==> src/rtl/fetch_pkg.sv <==
// Shared types and constants for the IF-stage fetch sequencer.
// Optional build macro used by the slice: FETCH_PERF_EN (adds performance counters).
package fetch_pkg;

  typedef enum logic [1:0] {
    IDLE   = 2'd0,
    FETCH  = 2'd1,
    WAIT   = 2'd2,
    HALTED = 2'd3
  } fetch_state_t;

  // Low PC bits that must be zero for a word-aligned fetch address.
  localparam logic [1:0] PC_ALIGN_MASK = 2'b11;
  localparam int         PERF_CNT_W    = 16;

  function automatic logic [PERF_CNT_W-1:0] sat_inc(input logic [PERF_CNT_W-1:0] v);
    return (&v) ? v : v + {{(PERF_CNT_W-1){1'b0}}, 1'b1};
  endfunction

endpackage

==> src/rtl/fetch_next_pc.sv <==
// Combinational next-PC selection: redirect (word-aligned target), sequential step, or hold.
module fetch_next_pc
  import fetch_pkg::*;
#(
  parameter int              PC_W    = 32,
  parameter logic [PC_W-1:0] PC_STEP = 4
) (
  input  logic [PC_W-1:0] pc,
  input  logic [PC_W-1:0] branch_target,
  input  logic            redirect,
  input  logic            advance,
  output logic [PC_W-1:0] next_pc,
  output logic            target_misaligned
);

  logic [PC_W-1:0] align_mask;

  assign align_mask        = ~{{(PC_W-2){1'b0}}, PC_ALIGN_MASK};
  assign target_misaligned = |(branch_target[1:0] & PC_ALIGN_MASK);

  // Addition is modulo 2^PC_W, so the top of the address space wraps to zero.
  always_comb begin
    next_pc = pc;
    if (redirect) begin
      next_pc = branch_target & align_mask;
    end else if (advance) begin
      next_pc = pc + PC_STEP;
    end
  end

endmodule

==> src/rtl/fetch_sequencer.sv <==
// IF-stage PC sequencer: owns the PC, handles redirects, stalls, imem waits, timeout and halt.
// Define FETCH_PERF_EN to add saturating stall/redirect counters and their output ports.
module fetch_sequencer
  import fetch_pkg::*;
#(
  parameter int              PC_W     = 32,
  parameter logic [PC_W-1:0] RESET_PC = '0,
  parameter logic [PC_W-1:0] PC_STEP  = 4,
  parameter logic [3:0]      MAX_WAIT = 4'd15
) (
  input  logic                  clk,
  input  logic                  rst,
  input  logic                  stall_i,
  input  logic                  branch_taken_i,
  input  logic [PC_W-1:0]       branch_target_i,
  input  logic                  halt_i,
  input  logic                  imem_ready_i,
  output logic [PC_W-1:0]       pc_o,
  output logic                  imem_req_o,
  output logic                  inst_valid_o,
  output logic                  flush_o,
  output logic                  misalign_o,
  output logic                  timeout_o
`ifdef FETCH_PERF_EN
  ,
  output logic [PERF_CNT_W-1:0] stall_cnt_o,
  output logic [PERF_CNT_W-1:0] redirect_cnt_o
`endif
);

  fetch_state_t    state_reg;
  logic [3:0]      wait_cnt_reg;
  logic [PC_W-1:0] pc_reg;
  logic            flush_reg;
  logic            misalign_reg;
  logic            timeout_reg;

  logic            active;
  logic [PC_W-1:0] pc_next;
  logic            target_misaligned;

  assign active = ~rst & ((state_reg == FETCH) | (state_reg == WAIT));

  fetch_next_pc #(
    .PC_W    (PC_W),
    .PC_STEP (PC_STEP)
  ) u_next_pc (
    .pc                (pc_reg),
    .branch_target     (branch_target_i),
    .redirect          (branch_taken_i),
    .advance           (imem_ready_i & ~stall_i & ~halt_i),
    .next_pc           (pc_next),
    .target_misaligned (target_misaligned)
  );

  always_ff @(posedge clk) begin
    if (rst) begin
      state_reg    <= IDLE;
      wait_cnt_reg <= 4'd0;
      pc_reg       <= RESET_PC;
      flush_reg    <= 1'b0;
      misalign_reg <= 1'b0;
      timeout_reg  <= 1'b0;
    end else begin
      flush_reg <= 1'b0;
      case (state_reg)
        IDLE: state_reg <= FETCH;
        FETCH, WAIT: begin
          if (branch_taken_i) begin
            pc_reg       <= pc_next;
            flush_reg    <= 1'b1;
            misalign_reg <= misalign_reg | target_misaligned;
            state_reg    <= FETCH;
            wait_cnt_reg <= 4'd0;
          end else if (halt_i) begin
            state_reg <= HALTED;
          end else if (stall_i) begin
            state_reg <= state_reg;
          end else if (imem_ready_i) begin
            pc_reg       <= pc_next;
            state_reg    <= FETCH;
            wait_cnt_reg <= 4'd0;
          end else if (wait_cnt_reg == MAX_WAIT) begin
            state_reg   <= HALTED;
            timeout_reg <= 1'b1;
          end else begin
            state_reg    <= WAIT;
            wait_cnt_reg <= wait_cnt_reg + 4'd1;
          end
        end
        HALTED: state_reg <= HALTED;
        default: state_reg <= IDLE;
      endcase
    end
  end

  assign pc_o         = pc_reg;
  assign flush_o      = flush_reg;
  assign misalign_o   = misalign_reg;
  assign timeout_o    = timeout_reg;
  assign imem_req_o   = active;
  assign inst_valid_o = active & imem_ready_i & ~stall_i & ~branch_taken_i;

`ifdef FETCH_PERF_EN
  logic [PERF_CNT_W-1:0] stall_cnt_reg;
  logic [PERF_CNT_W-1:0] redirect_cnt_reg;

  // A stall cycle is either a memory wait or a hazard hold that actually kept the PC.
  always_ff @(posedge clk) begin
    if (rst) begin
      stall_cnt_reg    <= '0;
      redirect_cnt_reg <= '0;
    end else begin
      if ((state_reg == WAIT) | (active & stall_i & ~branch_taken_i & ~halt_i)) begin
        stall_cnt_reg <= sat_inc(stall_cnt_reg);
      end
      if (active & branch_taken_i) begin
        redirect_cnt_reg <= sat_inc(redirect_cnt_reg);
      end
    end
  end

  assign stall_cnt_o    = stall_cnt_reg;
  assign redirect_cnt_o = redirect_cnt_reg;
`endif

endmodule

==> config.mk <==
export PLATFORM = sky130hd
export DESIGN_NAME = fetch_sequencer
export DESIGN_NICKNAME = d
export VERILOG_FILES = /design/src/rtl/fetch_pkg.sv /design/src/rtl/fetch_next_pc.sv /design/src/rtl/fetch_sequencer.sv
export SDC_FILE = /design/constraint.sdc
export NUM_CORES = 1
export LEC_CHECK = 0
export CAP_MARGIN = 20
export CORE_MARGIN = 2
export CORE_UTILIZATION = 35
export DETAILED_ROUTE_END_ITERATION = 10
export RECOVER_POWER = 25
export SYNTH_ARGS = -nofsm -noshare
export SYNTH_HDL_FRONTEND = slang
export SYNTH_SLANG_ARGS = --single-unit
==> constraint.sdc <==
create_clock -name clk -period 2.64 [get_ports clk]
set_input_delay 0.792 -clock clk [delete_from_list [all_inputs] [get_ports clk]]
set_output_delay 0.792 -clock clk [all_outputs]
set_load 0.05 [all_outputs]
Yosys cells after proc, flatten, opt, wreduce, memory -nomap -nowiden:

Index checks and enable logic that the tools add are counted.

* reduce and logical (&&, ||, !) cells: 9
* div/mod/pow operators: 0
* eq/ne operators: 8
* bitwise operators: 14
* $add $sub $neg: 2
* order comparisons: 0
* multiply operators: 0
* shift operators: 0
* muxes and demuxes: 18

Operator list (count)
* $mux W32: 6
* $add A32 B3 Y32 const B: 1
* $mux W4: 5
* $mux W2: 4
* $reduce_and A4 Y1: 2
* $and A1 B1 Y1: 6
* $not A1 Y1: 6
* $pmux W2 S3: 1
* $reduce_and A6 Y1: 1
* $reduce_or A2 Y1: 3
* $add A4 B1 Y4 const B: 1
* $eq A2 B2 Y1 const B: 2
* $eq A4 B4 Y1 const B: 1
* $ne A4 B4 Y1 const B: 1
* $ne A3 B3 Y1 const B: 1
* $eq A2 B1 Y1 const B: 1
* $logic_not A2 Y1: 1
* $mux W1: 2
* $ne A2 B1 Y1 const B: 1
* $ne A2 B2 Y1 const B: 1
* $or A1 B1 Y1: 2
* $reduce_and A2 Y1: 1
* $reduce_bool A2 Y1: 1

* flip-flop bits (word level): 41
* latch bits: 0
* RAM bits: 0
* bits in read-only memories: 0
* memories kept: 0
* output and inout bits: 37

Depth between registers and ports, before layout:

Gate-level depths: netlist of the first run.

* depth in word-level cells: 9
* gate-level depth with buffers: 8
* depth with buffers taken out: 7

By module:

A second synthesis of the first run with hierarchy kept.

* cell total of the unflattened synthesis: 375
* area total of the unflattened synthesis: 3030.4 µm²

Modules (own cells, without submodules)
* fetch_sequencer: cells an instance 197, sequential area each 820.8 µm², instances 1, area an instance 1975.6 µm²
* fetch_next_pc: cells an instance 178, sequential area each 0.0 µm², instances 1, area an instance 1054.8 µm²

Least setup slack after synthesis of the first run:

Ideal clock, no wire load.

* path kind: input -> output
* from: in rst
* to: out inst_valid_o
* data arrival time: 2.181 ns
* cell stages on the path: 2
* path slack: -0.333 ns
* path buffers: 0
* path through: nor2b_1 and4_1

* longest elaborated chain between the ends: 5

RTL lines
* from (decl): line fetch_sequencer.sv:12 `input logic rst,`
* $not A1 Y1: line fetch_sequencer.sv:42 `assign active = ~rst & ((state_reg == FETCH) | (state_reg == WAIT));`
* $and A1 B1 Y1: line fetch_sequencer.sv:42
* $and A1 B1 Y1 (3 in a row): line fetch_sequencer.sv:102 `assign inst_valid_o = active & imem_ready_i & ~stall_i & ~branch_taken_i;`
* to (decl): line fetch_sequencer.sv:20 `output logic inst_valid_o,`

No other way between the ends.

Final worst setup path of the first run:

Ends and elaborated chain as after synthesis.

==> summary.txt, run 1 <==
Synth Register Bits - 39
root buf cell - clkbuf_8
Top Metal Used - met4
Die X-Extent - 85.2 um
CP Capture Type - output pin
Buffers on Ports - 72
setup tns final - 0 ps
Pwr Density - 477 mW/mm^2
Met3 Wirelength - 402 um
main flop type after synthesis - dfxtp_1
Setup Fix Bufs, Post-CTS - 0
Syn Area/Cell - 7.54 sq um
largest net degree at the start of global routing - 42
initial antenna violation count - 0
total length of routed wires - 7040 um
area taken by multi-input logic gates - 0.00144 sq mm
Clock Tree Buf Depth - 2
Yosys Warn Count - 0
GRT Residual Overflow - 0
CTS tree - done
Peak VDD IR - 0.000298 V
Die H - 85.2 um
WS Path Type - in -> out
CP startpoint kind - primary input
first-pass GRT wire length - 11600 um
DRT antenna net count - 0
most frequent cells in the layout - clkdlybuf4s50_1, dfxtp_1, nor2_1
Layout Skew - 9.99 ps
Final period util - 97.7%
Clock Latency Late Sink - 300 ps
vias in the first global route - 2388
post-place setup slack - 31.0 ps
NumNets Final - 435
DRT iter0 DRCs - 151
Fill cells - 633
DRT met1 WL - 3330 um
total inserted antenna cells - 0
asr flop ratio synth - 0%
Worst Path Max Fanout - 2
RSZ-0062 raised after global routing - no
Worst-Margin Slew - 639 ps
reg2reg start - pc_o[2]
Worst Setup EP - inst_valid_o
fmax - 388 MHz
endpoints failing setup - 0
post-DP HPWL - 5330 um
post-synthesis sequential area ratio - 33.8%
post-synth top area cell - dfxtp_1
top cells by area, synth - dfxtp_1, nand3_1, nor2_1
PnR worst setup slack - 60.8 ps
CP Data Required Time - 1850 ps
worst reg2reg setup slack - 500 ps
Slew headroom - 57.0%
iteration count of the initial detailed-routing pass - 5
Power Total - 1580 uW
WL/cell - 14.9 um
max-slew violations - 0
Static Leak - 0.00119 uW
IO Count - 75
Max-Cap Viols - 0
Post-Syn Area - 0.00231 sq mm
design area - 0.00332 sq mm
commonest non-fill, non-tap cell in the layout - clkdlybuf4s50_1
Layout area overhead - 43.7%
status - complete, no violations
Syn Inst Count - 306
TritonCTS Buffers - 5
ratio of cells with drive above 1 in the final layout - 9.39%
DRC - 0
Initial Util - 36.4%
Worst Reg-to-Reg Cells - 6
Post-DP Area - 0.00325 sq mm
top cell type's share of synthesized area - 33.8%
Hold Fails Final Rpt - 0
# clock sinks - 39
gr usage total - 19.7%
Final GP Congestion - 0.864
Avg Vias per Cell - 5.53
Netlist cell types - 54
crit path launch - rst
Core Box Area - 0.00635 sq mm
H-tree Lvls - 2
FF-to-FF End - pc_o[24]
register area - 781 sq um
FP Rows - 29
Die ar. - 0.00726 sq mm
data arrival time of the worst path - 1790 ps
max FFs per register - 30
clock transition at the registers of the reported paths - 70 ps
Vias - 2604
WL met2 - 3230 um
fin crit period - 2580 ps
Worst Hold Class - reg -> reg
Post-synth EDFFs - 0
-- cells by family after synthesis --
family                   after synthesis  share of synthesized area (%)
AND/OR/NAND/NOR                      145                           33.0
AO/OA/AOI/OAI                         85                           23.1
flip-flops                            39                           33.8
buffers and inverters                 23                           4.17
XOR/XNOR                               6                           2.28
adder cells (fa/ha/maj)                4                           2.17
multiplexers                           3                           1.30
other                                  1                          0.162
-- worst max-delay path, cell delays in order --
cell and delay, ps:
clkdlybuf4s50_1 440, nor2b_2 140, and4_2 230, buf_4 190
-- synth_stat cells (7+ instances only) --
master    number
nand4_1       13
clkbuf_1       7
o21ai_0       25
a22oi_1        9
nand2_1       33
nand3_1       29
inv_1          8
nor3_1         7
dfxtp_1       39
a21oi_1       16
nor2_1        34
a31oi_1        9
-- through the flow --
stage | hold slack [ps] | util [%] | std cells
floorplan | 476 | - | 307
global placement | 439 | 51.2 | 463
detailed placement | 442 | 51.2 | 463
CTS | 457 | 52.4 | 471
global route | 501 | 52.3 | 471
finish | 451 | 52.3 | 471
-- timing repair --
action                     CTS  global route
setup endpoints to repair    0             1
hold buffers                 0             0
resized for setup            0             1
-- cell type report --
| cell class | instances | area share (%) |
|---|---|---|
| Clock buffer | 7 | 2.30 |
| Clock inverter | 1 | 0.151 |
| Inverter | 9 | 1.02 |
| Multi-Input combinational cell | 245 | 43.4 |
| Sequential cell | 39 | 23.5 |
| Tap cell | 77 | 2.90 |
| Timing Repair Buffer | 93 | 26.7 |
-- per-layer routing --
metal  vias up  global-route usage (%)
met3         6                    3.79
met1      1194                    27.5
met2        94                    30.6
met4         0                    6.49
li1       1310                       -
met5         -                       0
-- how the worst min path moves through the flow --
stage | from | to | slack, ps | cells past startpoint
2_1_floorplan | wait_cnt_reg[3] | wait_cnt_reg[3] | 480 | 2
3_3_place_gp | misalign_o | misalign_o | 440 | 2
3_5_place_dp | misalign_o | misalign_o | 440 | 2
4_1_cts | misalign_o | misalign_o | 460 | 2
5_1_grt | misalign_o | misalign_o | 500 | 2
6_report | misalign_o | misalign_o | 450 | 2
-- power by group --
group	switching [uW]	total [uW]	internal [uW]	leakage [uW]
registers	61.8	694	632	0.000318
clock network	217	403	186	0.0000422
logic	288	486	198	0.000825
total	567	1580	1020	0.00119
No activity file was read; power rests on OpenSTA's default activity.
==> inputs of run 2 (changes only) <==
--- a/config.mk
+++ b/config.mk
@@ -10,6 +10,8 @@
 export CORE_UTILIZATION = 35
 export DETAILED_ROUTE_END_ITERATION = 10
 export RECOVER_POWER = 25
+export SKIP_LAST_GASP = 1
 export SYNTH_ARGS = -nofsm -noshare
 export SYNTH_HDL_FRONTEND = slang
 export SYNTH_SLANG_ARGS = --single-unit
+export TNS_END_PERCENT = 30
==> results of run 2 <==
The final DEF is identical to that of run 1; final timing and power are the same.
